**src/rtl/switch_output_arbiter.sv**
```systemverilog
// Crossbar output arbiter: one round-robin FSM per output, packet-level locks held
// until the owning input signals done, plus an optional per-output hold watchdog.
module switch_output_arbiter #(
    parameter int  NUM_PORTS = 4,
    parameter int  MAX_HOLD  = 64,
    localparam int SEL_W     = $clog2(NUM_PORTS)
) (
    input  logic                           clk,
    input  logic                           rst,
    input  logic [NUM_PORTS*NUM_PORTS-1:0] req_i,
    input  logic [NUM_PORTS-1:0]           done_i,
    output logic [NUM_PORTS-1:0]           grant_o,
    output logic [NUM_PORTS*SEL_W-1:0]     mux_sel_o,
    output logic [NUM_PORTS-1:0]           active_o,
    output logic [NUM_PORTS-1:0]           timeout_o,
    output logic [NUM_PORTS-1:0]           req_err_o
);

    localparam int                HOLD_W    = (MAX_HOLD > 0) ? $clog2(MAX_HOLD + 1) : 1;
    localparam logic [HOLD_W-1:0] HOLD_LAST = HOLD_W'((MAX_HOLD > 0) ? MAX_HOLD - 1 : 0);
    localparam logic [SEL_W-1:0]  LAST_PORT = SEL_W'(NUM_PORTS - 1);
    localparam bit                WATCHDOG  = (MAX_HOLD > 0);

    typedef enum logic {
        IDLE = 1'b0,
        BUSY = 1'b1
    } state_t;

    // Per-output arbitration state.
    state_t            state    [NUM_PORTS];
    logic [SEL_W-1:0]  ptr      [NUM_PORTS];
    logic [SEL_W-1:0]  sel      [NUM_PORTS];
    logic [HOLD_W-1:0] hold_cnt [NUM_PORTS];

    logic [NUM_PORTS-1:0] cand     [NUM_PORTS];
    logic [SEL_W-1:0]     pick_idx [NUM_PORTS];
    logic [NUM_PORTS-1:0] pick_valid;
    logic [NUM_PORTS-1:0] win;
    logic [NUM_PORTS-1:0] done_hit;
    logic [NUM_PORTS-1:0] expire;
    logic [NUM_PORTS-1:0] claimed;
    logic [NUM_PORTS-1:0] grant_next;
    logic [NUM_PORTS-1:0] req_err_next;

    // cand[o][p]: idle output o sees a request from an input that owns nothing yet.
    always_comb begin
        for (int o = 0; o < NUM_PORTS; o++) begin
            // NOTE: every always_comb output gets a default first so no latch is inferred.
            cand[o] = '0;
            for (int p = 0; p < NUM_PORTS; p++) begin
                cand[o][p] = req_i[p*NUM_PORTS + o] && !grant_o[p] && (state[o] == IDLE);
            end
        end
    end

    always_comb begin
        int s;
        s          = 0;
        pick_valid = '0;
        for (int o = 0; o < NUM_PORTS; o++) begin
            pick_idx[o] = '0;
            for (int k = 0; k < NUM_PORTS; k++) begin
                s = int'(ptr[o]) + k;
                if (s >= NUM_PORTS) begin
                    s = s - NUM_PORTS;
                end
                if (!pick_valid[o] && cand[o][SEL_W'(s)]) begin
                    pick_valid[o] = 1'b1;
                    pick_idx[o]   = SEL_W'(s);
                end
            end
        end
    end

    // Outputs are visited in index order, so the lowest output claims a contested input.
    always_comb begin
        claimed    = '0;
        win        = '0;
        done_hit   = '0;
        expire     = '0;
        grant_next = grant_o;
        for (int o = 0; o < NUM_PORTS; o++) begin
            if (pick_valid[o] && !claimed[pick_idx[o]]) begin
                win[o]                   = 1'b1;
                claimed[pick_idx[o]]     = 1'b1;
                grant_next[pick_idx[o]]  = 1'b1;
            end
            done_hit[o] = (state[o] == BUSY) && done_i[sel[o]];
            expire[o]   = WATCHDOG && (state[o] == BUSY) && !done_hit[o]
                          && (hold_cnt[o] == HOLD_LAST);
            if (done_hit[o] || expire[o]) begin
                grant_next[sel[o]] = 1'b0;
            end
        end
    end

    always_comb begin
        req_err_next = '0;
        for (int p = 0; p < NUM_PORTS; p++) begin
            req_err_next[p] = ($countones(req_i[p*NUM_PORTS +: NUM_PORTS]) > 1);
        end
    end

    // NOTE: sequential state uses non-blocking assignments only, so every flop samples pre-edge values.
    always_ff @(posedge clk) begin
        if (rst) begin
            // NOTE: the per-output arrays are a handful of flops, not RAM, so resetting them is cheap and required.
            for (int o = 0; o < NUM_PORTS; o++) begin
                state[o]    <= IDLE;
                ptr[o]      <= '0;
                sel[o]      <= '0;
                hold_cnt[o] <= '0;
            end
            grant_o   <= '0;
            timeout_o <= '0;
            req_err_o <= '0;
        end else begin
            grant_o   <= grant_next;
            req_err_o <= req_err_next;
            for (int o = 0; o < NUM_PORTS; o++) begin
                timeout_o[o] <= 1'b0;
                case (state[o])
                    IDLE: begin
                        if (win[o]) begin
                            state[o]    <= BUSY;
                            sel[o]      <= pick_idx[o];
                            hold_cnt[o] <= '0;
                        end
                    end
                    BUSY: begin
                        if (done_hit[o] || expire[o]) begin
                            state[o]     <= IDLE;
                            ptr[o]       <= (sel[o] == LAST_PORT) ? '0 : sel[o] + SEL_W'(1);
                            sel[o]       <= '0;
                            hold_cnt[o]  <= '0;
                            timeout_o[o] <= expire[o];
                        end else if (hold_cnt[o] != '1) begin
                            hold_cnt[o] <= hold_cnt[o] + HOLD_W'(1);
                        end
                    end
                    default: begin
                        state[o] <= IDLE;
                    end
                endcase
            end
        end
    end

    always_comb begin
        mux_sel_o = '0;
        active_o  = '0;
        for (int o = 0; o < NUM_PORTS; o++) begin
            mux_sel_o[o*SEL_W +: SEL_W] = sel[o];
            active_o[o]                 = (state[o] == BUSY);
        end
    end

endmodule

```
**config.mk**
```make
export PLATFORM = sky130hd
export DESIGN_NAME = switch_output_arbiter
export DESIGN_NICKNAME = d
export VERILOG_FILES = /design/src/rtl/switch_output_arbiter.sv
export SDC_FILE = /design/constraint.sdc
export NUM_CORES = 1
export LEC_CHECK = 0
export BUFFER_PORTS_ARGS = -buffer_cell sky130_fd_sc_hd__buf_2
export CAP_MARGIN = 10
export CELL_PAD_IN_SITES_DETAIL_PLACEMENT = 0
export CELL_PAD_IN_SITES_GLOBAL_PLACEMENT = 2
export CORE_ASPECT_RATIO = 0.7
export CORE_UTILIZATION = 25
export CTS_BUF_LIST = sky130_fd_sc_hd__clkbuf_4
export CTS_CLUSTER_SIZE = 28
export DETAILED_ROUTE_END_ITERATION = 10
export PLACE_DENSITY = 0.67
export SLEW_MARGIN = 0
export SYNTH_ARGS = -nofsm -noshare
export SYNTH_HDL_FRONTEND = slang
export SYNTH_SLANG_ARGS = --single-unit
```
**constraint.sdc**
```tcl
create_clock -name clk -period 3.6 [get_ports clk]
set_clock_uncertainty 0.15 [all_clocks]
set_input_delay 0.18 -clock clk [delete_from_list [all_inputs] [get_ports clk]]
set_output_delay 0.18 -clock clk [all_outputs]
set_load 0.01 [all_outputs]
```
# Word-level counts from Yosys, hierarchy flattened
# Memories as Yosys holds them, arrays and structs flattened.
# Index checks and enable logic that the tools add are counted.
[classes] n_lt_le_gt_ge=52 n_bitwise=54 n_addsub=48 eq_ne=12 n_reduce_logical=100 mux=233
[ops] cell="$mux W1" count=130
[ops] cell="$mux W2" count=48
[ops] cell="$mux W7" count=12
[ops] cell="$logic_and A1 B1 Y1" count=68
[ops] cell="$lt A2 B4 Y1 const B" count=16
[ops] cell="$bmux W1 S2" count=24
[ops] cell="$mux W4" count=11
[ops] cell="$ge A3 B3 Y1 const B" count=12
[ops] cell="$or A1 B1 Y1" count=32
[ops] cell="$sub A2 B1 Y2 const B" count=16
[ops] cell="$add A7 B1 Y7 const B" count=4
[ops] cell="$eq A7 B6 Y1 const B" count=4
[ops] cell="$ne A7 B7 Y1 const B" count=4
[ops] cell="$add A2 B2 Y3 const B" count=8
[ops] cell="$logic_not A1 Y1" count=24
[ops] cell="$lt A2 B3 Y1 const B" count=8
[ops] cell="$or A4 B4 Y4" count=6
[ops] cell="$add A1 B1 Y2" count=8
[ops] cell="$and A4 B4 Y4" count=4
[ops] cell="$demux W1 S2" count=8
[ops] cell="$ge A2 B1 Y1 const B" count=8
[ops] cell="$not A4 Y4" count=4
[ops] cell="$add A2 B1 Y3 const B" count=4
[ops] cell="$add A2 B2 Y3" count=4
[ops] cell="7 further kinds" count=32
[word_totals] elab_cells=509 memories=4 ram_bits=48 register_bits=12
[memory_table] memory="hold_cnt" words=4 word_bits=7 rd=4 rd_clocked_by_memory_dff=0 wr=4 line_no="33" rtl="logic [HOLD_W-1:0] hold_cnt [NUM_PORTS];"
[memory_table] memory="ptr" words=4 word_bits=2 rd=4 rd_clocked_by_memory_dff=0 wr=4 line_no="31" rtl="logic [SEL_W-1:0] ptr [NUM_PORTS];"
[memory_table] memory="sel" words=4 word_bits=2 rd=4 rd_clocked_by_memory_dff=0 wr=4 line_no="32" rtl="logic [SEL_W-1:0] sel [NUM_PORTS];"
[memory_table] memory="state" words=4 word_bits=1 rd=4 rd_clocked_by_memory_dff=0 wr=4 line_no="30" rtl="state_t state [NUM_PORTS];"

# Logic depth before layout (Yosys ltp)
# Gate-level depths: netlist of run 1.
[depth] depth_word=43 mapped_depth=9 mapped_depth_nobuf=8

# Worst setup path before layout of run 1
# Ideal clock, no wire load.
[synth_timing] kind="reg-to-reg" start="mem state[0][1] (netlist name)" end="mem hold_cnt[0][21] (netlist name), enable pin" required_ns=3.082 path_buffers=1 t_arrival_ns=2.172 setup_time_ns=0.368 path_stages_with_launch=8 path_slack_ns=0.910 cell_sequence="edfxtp_1 -> clkbuf_1 -> o31a_1 -> a221oi_2 -> o21ba_2 -> o32ai_2 -> nor2_1 -> o21ai_1"
[synth_lines] item="start: declaration" line_no="30"
[synth_lines] item="end: declaration" line_no="33"

==> metrics.md, run 1 <==
| Metric | Value |
|---|---|
| Crit path depth | `7` |
| Ordered list of cells on the worst path | `nand2b_4, o21ai_0, a211oi_1, o221ai_1, o32ai_2, nor2_1, o21ai_1` |
| Yosys reg bits | `60` |
| Slowest stage cell on the critical path | `dfxtp_1` |
| Starting Density | `26.2%` |
| Htree depth | `3` |
| Global-route wire length before repair | `17900 um` |
| Area growth syn-to-layout | `16.0%` |
| Commonest non-fill, non-tap cell in the layout | `nor2_1` |
| Setup_tns | `0 ns` |
| CTS max path bufs | `2` |
| Fmax achieved | `0.312 GHz` |
| Buffers & Inverters on Critical Path | `0` |
| Fillcell total | `1654` |
| Hold crit path type | `input pin to flop` |
| First-pass detailed-route iteration total | `5` |
| Delay-heaviest family, CP | `compound AO/OA/AOI/OAI gates` |
| WHS Path Cells | `4` |
| Final Max Tran Viols | `0` |
| CP Launch Type | `flop` |
| Design Area, Final | `0.00480 sq mm` |
| Slew @ Worst Pin | `0.711 ns` |
| GRT Overall Usage | `14.4%` |
| Rows | `38` |
| Synth Instances | `414` |
| Reg2reg start | `grant_o[1]$_SDFF_PP0_` |
| Die extent in y | `110 um` |
| Worst R2R Setup Slack | `0.39 ns` |
| Die area | `0.0171 sq mm` |
| Postcts setup bufs | `0` |
| Element type at the critical path end | `flop` |
| Clk sinks | `60` |
| Nets | `517` |
| Ant diodes | `0` |
| CTS root buf | `clkbuf_4` |
| RePlAce Congestion | `0.902` |
| Worst skew pair latency | `0.43 ns` |
| Mapped Area | `0.00414 sq mm` |
| Remaining global-route overflow | `0` |
| Ys Warns | `0` |
| Final Critical Period | `3.21 ns` |
| Total wire length | `11600 um` |
| Max-cap check violation count | `0` |
| Relative slew slack | `52.4%` |
| DR vias/cell | `4.78` |
| DRC Markers | `0` |
| CTS tree | `yes` |
| Worst flop-to-flop path endpoint | `hold_cnt[0][26]$_SDFFCE_PN0P_` |
| Arrival time at the worst endpoint | `3.12 ns` |
| I/O pins | `46` |
| Net Count, Synth | `460` |
| Yosys cell types | `74` |
| Total number of vias | `3325` |
| Most frequent cells in the layout | `nor2_1 (53), edfxtp_1 (48), buf_2 (45)` |
| Hold Vio Cnt, Final | `0` |
| Synth Flop Type | `edfxtp_1` |
| Core area | `0.0158 sq mm` |
| Vias in the first global route | `3212` |
| Required @ worst endpoint | `3.51 ns` |
| Crit Path Class | `flop to flop` |
| Input/output buffers | `45` |
| Initial antenna violation count | `0` |
| CP max stage delay | `0.63 ns` |
| FF-to-FF path depth | `7` |
| Final Cycle Share | `89.0%` |
| Worst hold slack | `0.0489 ns` |
| Antenna violation net count after detailed routing | `0` |
| Worst Hold End | `req_err_o[1]$_SDFF_PP0_` |
| Worst Min Path Start | `req_i[7]` |
| Pwr/cell area | `751 mW/mm^2` |
| EDFF count, synth | `48` |
| Post-Syn Area per Cell | `10.0 sq um` |
| RSZ-0062 raised after global routing | `false` |
| Status | `finished, final reports clean` |
| Share of cells above drive strength 1 | `20.4%` |
| CP max FO | `10` |
| DR iter-0 viols | `197` |
| DIE WIDTH | `156 um` |
| Area post-placement | `0.00460 sq mm` |
| LEAKAGE | `1.95 nW` |
| Worst VDD drop | `0.178 mV` |
| Sequential area share after synthesis | `40.6%` |
| Total CTS buffers | `9` |
| Largest net degree at the start of global routing | `30` |
| Final setup viols | `0` |
| Wire per inst | `16.7 um` |
| FFs w/ async S/R, synth | `0%` |
| DP HPWL | `9000 um` |
| Clk slew on worst S/H paths | `0.11 ns` |
[per-layer routing]
metal	global-route usage, %	wire length (um)	vias up
met5	0	0	-
met1	22.1	6430	1585
met4	4.20	133	0
met2	19.1	4280	107
li1	-	-	1619
met3	3.63	755	14
[Yosys cell counts, types with 4 or more instances]
cell,instances,area [sq um]
a211o_1,4,35.0
a211oi_1,5,37.5
a21oi_1,14,70.1
a31oi_1,5,31.3
and2_1,5,31.3
and3_1,13,81.3
dfxtp_1,12,240
edfxtp_1,48,1440
fa_1,4,80.1
ha_1,20,250
inv_1,37,139
nand2_1,20,75.1
nand2b_1,20,125
nand3_1,12,60.1
nor2_1,53,199
nor2b_1,11,68.8
nor3_1,10,50.1
nor4_1,5,31.3
o21a_1,5,37.5
o21ai_0,6,30.0
or2_2,5,31.3
xnor2_1,10,87.6
xor2_1,7,61.3
[through the flow]
stage	worst slack [ns]	std cells	util (%)	power, mW
6_report	0.395	696	30.3	3.61
5_1_grt	0.180	696	30.3	3.89
4_1_cts	0.385	696	30.3	3.63
3_5_place_dp	0.429	673	29.1	3.12
3_3_place_gp	0.476	673	29.1	3.13
2_1_floorplan	0.910	414	-	2.59
[where the power goes]
group,total (mW),switching [mW],internal [mW],leakage [nW]
Combinational,1.75,1.03,0.722,1.25
Clock,0.481,0.269,0.213,0.0712
Sequential,1.37,0.297,1.07,0.625
[final cells by class]
cell class / instances / area (sq um) / share of cell area (%)
timing repair buffer: 54 / 310 / 6.46
multi-input combinational: 308 / 2260 / 47.0
inverter: 38 / 148 / 3.07
tap: 220 / 275 / 5.73
clock inverter: 6 / 55.1 / 1.15
sequential: 60 / 1680 / 35.0
clock buffer: 10 / 75.1 / 1.56
[kinds of logic (layout without fill, tap and decap cells)]
| logic type | after synthesis | in the layout | share of synthesized area, % |
|---|---|---|---|
| DFF | 60 | 60 | 40.6 |
| xor gates and xnor gates | 17 | 17 | 3.60 |
| muxes | 4 | 4 | 2.27 |
| buffers and inverters | 46 | 108 | 4.86 |
| adders and majority gates | 24 | 24 | 7.98 |
| AOI/OAI and AO/OA | 87 | 87 | 17.4 |
| and+or+nand+nor | 176 | 176 | 23.3 |
[what timing repair did]
action                    in CTS  in global routing
hold buffers                   7                  0
hold endpoints to repair       4                  0
gates resized for setup        0                  0
[worst max path at each step]
stage	startpoint	to	slack, ns
floorplan	state[0][1]$_SDFFCE_PN0P_	hold_cnt[0][21]$_SDFFCE_PN0P_	0.91
global placement	grant_o[1]$_SDFF_PP0_	hold_cnt[0][21]$_SDFFCE_PN0P_	0.48
detailed placement	grant_o[1]$_SDFF_PP0_	hold_cnt[0][21]$_SDFFCE_PN0P_	0.43
CTS	grant_o[1]$_SDFF_PP0_	hold_cnt[0][26]$_SDFFCE_PN0P_	0.39
global route	grant_o[1]$_SDFF_PP0_	hold_cnt[0][26]$_SDFFCE_PN0P_	0.18
finish	grant_o[1]$_SDFF_PP0_	hold_cnt[0][26]$_SDFFCE_PN0P_	0.39
[registers in the layout, indices dropped and copies added, names as in the netlist]
register / flops
timeout_o: 4
req_err_o: 4
grant_o: 4
hold_cnt: 28
sel: 8
ptr: 8
state: 4
[worst reg2reg max path, delay by kind of cell, from the launching register on]
family	cells	cell delay, ns
AOI/OAI and AO/OA	5	1.69
and+or+nand+nor	2	0.38
DFF	1	0.63
(Power assumes the default switching activity.)
==> run 2: changes to the inputs <==
ABC_AREA = 1   (was default)
PLACE_DENSITY = 0.72   (was 0.67)
==> metrics.md, run 2 <==
| Metric | Value |
|---|---|
| Status | `finished with violations (was finished, final reports clean)` |
| Failing checks | `DRC` |
| EDFF count, synth | `48 (unchanged)` |
| Share of cells above drive strength 1 | `16.1% (was 20.4%)` |
| Total CTS buffers | `9 (unchanged)` |
| Pwr/cell area | `957 mW/mm^2 (was 751 mW/mm^2)` |
| Final setup viols | `0 (unchanged)` |
| Buffers & Inverters on Critical Path | `2 (was 0)` |
| Post-Syn Area per Cell | `7.31 sq um (was 10.0 sq um)` |
| Crit Path Class | `flop to flop (unchanged)` |
| Mapped Area | `0.00468 sq mm (was 0.00414 sq mm)` |
| Arrival time at the worst endpoint | `3.16 ns (was 3.12 ns)` |
| Final Max Tran Viols | `0 (unchanged)` |
| Post-synthesis xor/xnor area fraction | `2.35% (was 3.60%)` |
| Adder-Cell Fraction of Synth Area | `7.06% (was 7.98%)` |
| Largest Register | `hold_cnt (unchanged)` |
| Commonest cells post-synth | `nand2_1 (145), inv_1 (91), nand3_1 (82) (was nor2_1 (53), edfxtp_1 (48), inv_1 (37))` |
| CTS max path bufs | `2 (unchanged)` |
| Remaining global-route overflow | `0 (unchanged)` |
| Largest cells by area after synthesis | `edfxtp_1 (31%), nand2_1 (12%), nand3_1 (8.8%), inv_1 (7.3%), nor2_1 (6.2%) (was edfxtp_1 (35%), ha_1 (6.0%), dfxtp_1 (5.8%), nor2_1 (4.8%), inv_1 (3.4%))` |
| Area growth syn-to-layout | `14.6% (was 16.0%)` |
| Synth Flop Type | `edfxtp_1 (unchanged)` |
| Register area | `0.00168 sq mm (unchanged)` |
| Slew @ Worst Pin | `0.585 ns (was 0.711 ns)` |
| Relative slew slack | `60.7% (was 52.4%)` |
| Yosys reg bits | `60 (unchanged)` |
| Yosys cell types | `49 (was 74)` |
| RSZ-0062 raised after global routing | `false (unchanged)` |
| Ant diodes | `0 (unchanged)` |
| Commonest non-fill, non-tap cell in the layout | `nand2_1 (was nor2_1)` |
| Place WS | `0.331 ns (was 0.429 ns)` |
| Worst VDD drop | `0.252 mV (was 0.178 mV)` |
| Int Pwr | `2.40 mW (was 2.01 mW)` |
| CP Launch Type | `flop (unchanged)` |
| Crit path top cell by count | `nand3_1` |
| Final Critical Period | `3.17 ns (was 3.21 ns)` |
| Starting Density | `25.8% (was 26.2%)` |
| Rows | `41 (was 38)` |
| Clk slew on worst S/H paths | `0.11 ns (about the same)` |
| Largest net degree at the start of global routing | `26 (was 30)` |
| Most frequent cells in the layout | `nand2_1 (145), inv_1 (91), nand3_1 (82) (was nor2_1 (53), edfxtp_1 (48), buf_2 (45))` |
| Final Cycle Share | `88.2% (was 89.0%)` |
| Global-route wire length before repair | `21900 um (was 17900 um)` |
| Clock power share | `10.9% (was 13.3%)` |
| DR vias/cell | `4.66 (was 4.78)` |
| Psw | `2.73 mW (was 1.60 mW)` |
| Input/output buffers | `45 (unchanged)` |
| Area of the multi-input gates | `0.00256 sq mm (was 0.00226 sq mm)` |
| Worst skew pair latency | `0.43 ns (about the same)` |
| Required @ worst endpoint | `3.59 ns (was 3.51 ns)` |
| Synth Instances | `640 (was 414)` |
| Setup_tns | `0 ns (unchanged)` |
| RePlAce Congestion | `0.876 (was 0.902)` |
| Largest register FFs | `28 (unchanged)` |
| Dominant cell type by area after synthesis | `edfxtp_1 (unchanged)` |
| Synth Area in Compound Gates | `7.54% (was 17.4%)` |
| Synth top area share | `30.8% (was 34.8%)` |
| CP max FO | `8 (was 10)` |
| CTS tree | `yes (unchanged)` |
| Initial antenna violation count | `0 (unchanged)` |
| Area fraction in and, or, nand and nor cells after synthesis | `37.5% (was 23.3%)` |
| Delay-heaviest family, CP | `simple AND/OR/NAND/NOR gates (was compound AO/OA/AOI/OAI gates)` |
| Most frequent cell after synthesis | `nand2_1 (was nor2_1)` |
| Element type at the critical path end | `flop (unchanged)` |
| DRC Markers | `8 (was 0)` |
| Worst hold slack | `0.0257 ns (was 0.0489 ns)` |
| Max-cap check violation count | `0 (unchanged)` |
| Slowest stage cell on the critical path | `edfxtp_1 (was dfxtp_1)` |
| Comb pwr share | `61.2% (was 48.6%)` |
| Multiplexer area fraction after synthesis | `0.214% (was 2.27%)` |
| Die area | `0.0193 sq mm (was 0.0171 sq mm)` |
| Worst setup margin | `0.426 ns (was 0.395 ns)` |
| DP HPWL | `10900 um (was 9000 um)` |
| DIE WIDTH | `165 um (was 156 um)` |
| Total number of vias | `4359 (was 3325)` |
| Ordered list of cells on the worst path | `nor2_1, nand3_1, nand2_1, nor2_1, a31oi_1, nand3_1, nand2_1, nor2_1, inv_1, nand3_1, nand3_1, nand2_1, nor2_4, nand3_4, nand4_1, buf_4 (was nand2b_4, o21ai_0, a211oi_1, o221ai_1, o32ai_2, nor2_1, o21ai_1)` |
| Nets | `741 (was 517)` |
| I/O pins | `46 (unchanged)` |
| First-pass detailed-route iteration total | `8 (was 5)` |
| Fillcell total | `2015 (was 1654)` |
| CP max stage delay | `0.61 ns (was 0.63 ns)` |
| Fmax achieved | `0.315 GHz (was 0.312 GHz)` |
| Hold crit path type | `input pin to flop (unchanged)` |
| Antenna violation net count after detailed routing | `0 (unchanged)` |
| CTS root buf | `clkbuf_4 (unchanged)` |
| LEAKAGE | `2.59 nW (was 1.95 nW)` |
| Net Count, Synth | `686 (was 460)` |
| Core area | `0.0182 sq mm (was 0.0158 sq mm)` |
| DR iter-0 viols | `322 (was 197)` |
| Die extent in y | `116 um (was 110 um)` |
| GRT Overall Usage | `15.3% (was 14.4%)` |
| Clk sinks | `60 (unchanged)` |
| Sequential share of power | `27.9% (was 38.0%)` |
| Htree depth | `3 (unchanged)` |
| Largest registers | `hold_cnt x28, ptr x8, sel x8 (unchanged)` |
| FFs w/ async S/R, synth | `0% (unchanged)` |
| Wire per inst | `14.8 um (was 16.7 um)` |
| Ys Warns | `0 (unchanged)` |
| Hold Vio Cnt, Final | `0 (unchanged)` |
| Sw frac | `53.2% (was 44.3%)` |
| Total wire length | `13800 um (was 11600 um)` |
| Vias in the first global route | `4012 (was 3212)` |
| Sequential area share after synthesis | `36.0% (was 40.6%)` |
| Largest family of logic cells by synthesized area | `simple AND/OR/NAND/NOR gates (unchanged)` |
==> run 2: cell count changes in the layout (fill, tap and decap cells not counted), sizes merged, moves of 6 or more <==
cell	delta
a211oi	-7
a21oi	+15
and2	-6
and3	-14
inv	+67
nand2	+140
nand2b	-22
nand3	+81
nand4	+18
nor2	+29
nor2b	-14
o21ai	+10
xnor2	-8
==> run 2: worst paths after layout <==
check                                                    from                            end  slack, ns  cells after the start
worst min register to register  hold_cnt[0][27]$_SDFFCE_PN0P_        timeout_o[3]$_SDFF_PP0_       0.38                      3
worst min-delay path                                      rst        req_err_o[0]$_SDFF_PP0_       0.03                      2
worst max-delay path                state[0][2]$_SDFFCE_PN0P_  hold_cnt[0][24]$_SDFFCE_PN0P_       0.43                     16
worst max register to register      state[0][2]$_SDFFCE_PN0P_  hold_cnt[0][24]$_SDFFCE_PN0P_       0.43                     16
==> run 2: worst register-to-register path, delay by kind of cell, from the launching register on <==
kind                   cells  cell delay [ns]
AO/OA/AOI/OAI              1             0.27
buffers and inverters      2             0.29
flip-flops                 1             0.61
AND/OR/NAND/NOR           13             1.60
==> run 2: cells by family (layout without fill, tap and decap cells) <==
| kind of cell | after synthesis | count (layout) |
|---|---|---|
| AND/OR/NAND/NOR | 375 | 375 |
| AO/OA/AOI/OAI | 59 | 59 |
| XOR/XNOR | 10 | 10 |
| multiplexers | 1 | 1 |
| buffers and inverters | 111 | 171 |
| adder cells (fa/ha/maj) | 24 | 24 |
| flip-flops | 60 | 60 |
==> run 2: area by class of cell <==
type,count,area share [%]
tap,236,5.51
timing repair buffer,50,5.09
sequential,60,31.4
clock inverter,6,1.49
clock buffer,10,1.40
inverter,105,7.42
multi-input combinational,469,47.7
==> run 2: power by group through the flow <==
stage,logic (mW),registers (mW),clock network [mW]
after detailed placement,3.10,1.45,0
after global routing,3.57,1.48,0.608
after global placement,3.10,1.45,0
after floorplan,2.38,1.34,0
after CTS,3.12,1.44,0.579
final,3.14,1.43,0.557
==> run 2: what timing repair did <==
item,CTS,global route
hold buffers,4,0
hold endpoints to repair,4,0
gates resized for setup,0,0
buffers inserted,0,1
setup endpoints to repair,0,7
==> run 2: metrics by stage <==
step                utilization (%)  power (mW)  instance area [sq um]  std cells
global placement               28.4        4.55                   5160        915
CTS                            29.5        5.14                   5350        935
floorplan                         -        3.72                   4680        640
detailed placement             28.4        4.55                   5160        915
global route                   29.5        5.65                   5360        936
finish                         29.5        5.13                   5360        936
==> run 2: layer usage <==
layer | vias up | global-route usage, % | part of all wire, %
li1 | 2216 | - | -
met1 | 2038 | 24.0 | 56
met2 | 96 | 20.8 | 39
met3 | 9 | 3.16 | 4.9
met4 | 0 | 3.45 | 0.69
met5 | - | 0 | 0
==> run 3: changes to the inputs <==
MAX_ROUTING_LAYER = met4   (was default)
SKIP_CTS_REPAIR_TIMING = 1   (was default)
==> metrics.md, run 3 (synthesized netlist as in run 2, its figures left out) <==
| Metric | Value |
|---|---|
| CTS tree | `yes (unchanged)` |
| Placed Instances | `915 (unchanged)` |
| Largest register FFs | `28 (unchanged)` |
| Nets | `741 (unchanged)` |
| Area post-placement | `0.00516 sq mm (unchanged)` |
| Antenna violation net count after detailed routing | `0 (unchanged)` |
| DP HPWL | `11100 um (was 10900 um)` |
| CP max FO | `8 (unchanged)` |
| Die area | `0.0193 sq mm (unchanged)` |
| I/O pins | `46 (unchanged)` |
| Required @ worst endpoint | `3.60 ns (was 3.59 ns)` |
| DR iter-0 viols | `298 (was 322)` |
| Area growth syn-to-layout | `14.8% (was 14.6%)` |
| Core area | `0.0182 sq mm (unchanged)` |
| Wire per inst | `14.7 um (was 14.8 um)` |
| DRC Markers | `8 (unchanged)` |
| Ant diodes | `0 (unchanged)` |
| Fmax achieved | `0.319 GHz (was 0.315 GHz)` |
| Tot Pwr | `5.15 mW (was 5.13 mW)` |
| Clk sinks | `60 (unchanged)` |
| RePlAce Congestion | `0.893 (was 0.876)` |
| Die extent in y | `116 um (unchanged)` |
| Setup_tns | `0 ns (unchanged)` |
| Largest Register | `hold_cnt (unchanged)` |
| Clk slew on worst S/H paths | `0.12 ns (was 0.11 ns)` |
| RSZ-0062 raised after global routing | `false (unchanged)` |
| Hold crit path type | `input pin to flop (unchanged)` |
| Final Cycle Share | `87.0% (was 88.2%)` |
| Final Non-Filler Cells | `936 (unchanged)` |
| Vias in the first global route | `4083 (was 4012)` |
| Commonest non-fill, non-tap cell in the layout | `nand2_1 (unchanged)` |
| Relative slew slack | `60.5% (was 60.7%)` |
| Worst VDD drop | `0.300 mV (was 0.252 mV)` |
| GRT Overall Usage | `15.7% (was 15.3%)` |
| Final setup viols | `0 (unchanged)` |
| Arrival time at the worst endpoint | `3.13 ns (was 3.16 ns)` |
| DR vias/cell | `4.60 (was 4.66)` |
| Status | `finished with violations (unchanged)` |
| LEAKAGE | `2.59 nW (about the same)` |
| CP Launch Type | `flop (unchanged)` |
| Final Critical Period | `3.13 ns (was 3.17 ns)` |
| Total number of vias | `4310 (was 4359)` |
| First-pass detailed-route iteration total | `7 (was 8)` |
| Most frequent cells in the layout | `nand2_1 (145), inv_1 (91), nand3_1 (82) (unchanged)` |
| Slew @ Worst Pin | `0.588 ns (was 0.585 ns)` |
| Design Area, Final | `0.00537 sq mm (was 0.00536 sq mm)` |
| Share of cells above drive strength 1 | `16.4% (was 16.1%)` |
| Failing checks | `DRC (unchanged)` |
| CTS root buf | `clkbuf_4 (unchanged)` |
| Largest net degree at the start of global routing | `26 (unchanged)` |
| Initial antenna violation count | `0 (unchanged)` |
| Starting Density | `25.8% (unchanged)` |
| Worst setup margin | `0.470 ns (was 0.426 ns)` |
| Total wire length | `13800 um (about the same)` |
| Worst R2R Setup Slack | `0.47 ns (was 0.43 ns)` |
| Fin util | `29.6% (was 29.5%)` |
| Place WS | `0.296 ns (was 0.331 ns)` |
| CTS max path bufs | `2 (unchanged)` |
| Remaining global-route overflow | `0 (unchanged)` |
| Total CTS buffers | `9 (unchanged)` |
| Rows | `41 (unchanged)` |
| Element type at the critical path end | `flop (unchanged)` |
| Max-cap check violation count | `0 (unchanged)` |
| Final Max Tran Viols | `0 (unchanged)` |
| Input/output buffers | `45 (unchanged)` |
| Worst skew pair latency | `0.42 ns (was 0.43 ns)` |
| Htree depth | `3 (unchanged)` |
| Worst hold slack | `0.0363 ns (was 0.0257 ns)` |
| DIE WIDTH | `165 um (unchanged)` |
| Hold Vio Cnt, Final | `0 (unchanged)` |
| Crit Path Class | `flop to flop (unchanged)` |
| Global-route wire length before repair | `21800 um (was 21900 um)` |
| Pwr/cell area | `960 mW/mm^2 (was 957 mW/mm^2)` |
| Largest registers | `hold_cnt x28, ptr x8, sel x8 (unchanged)` |
-- run 3: cell count changes in the layout (fill, tap and decap cells not counted), sizes merged --
cell / before / now
clkinv: 4 / 3
clkinvlp: 1 / 2
-- run 3: critical path, cell delays in order (launching register included) --
cell and delay [ns]:
edfxtp_1 0.60, nor2_1 0.21, nand3_1 0.15, nand2_1 0.11
nor2_1 0.04, a31oi_1 0.27, nand3_1 0.18, nand2_1 0.16
nor2_1 0.07, inv_1 0.11, nand3_1 0.12, nand3_1 0.10
nand2_1 0.09, nor2_4 0.14, nand3_4 0.11, nand4_1 0.09
buf_4 0.17
-- run 3: report_power, final --
| part | internal (mW) | switching (mW) | leakage, nW |
|---|---|---|---|
| registers | 1.11 | 0.320 | 0.629 |
| logic | 1.00 | 2.15 | 1.88 |
| clock network | 0.289 | 0.276 | 0.0826 |
-- run 3: layer usage --
metal	vias to the layer above	GRT usage [%]	part of all wire (%)
met3	10	3.48	4.8
met4	0	4.00	1.1
li1	2215	-	-
met2	100	20.6	39
met1	1985	23.6	55
met5	-	-	0
-- run 3: layout make-up --
| cell class | count | area (sq um) |
|---|---|---|
| clock buffer | 10 | 75.1 |
| clock inverter | 6 | 88.8 |
| fill | 1999 | 12800 |
| inverter | 105 | 398 |
| multi-input combinational | 469 | 2560 |
| sequential | 60 | 1680 |
| tap | 236 | 295 |
| timing repair buffer | 50 | 273 |
-- run 3: path summary, 6_finish.rpt --
| check | depth (start not counted) | start | end |
|---|---|---|---|
| hold reg to reg | 3 | hold_cnt[0][20]$_SDFFCE_PN0P_ | timeout_o[2]$_SDFF_PP0_ |
| setup / recovery | 16 | state[0][2]$_SDFFCE_PN0P_ | hold_cnt[0][21]$_SDFFCE_PN0P_ |
| setup reg to reg | 16 | state[0][2]$_SDFFCE_PN0P_ | hold_cnt[0][21]$_SDFFCE_PN0P_ |
| hold / removal | 2 | rst | req_err_o[0]$_SDFF_PP0_ |
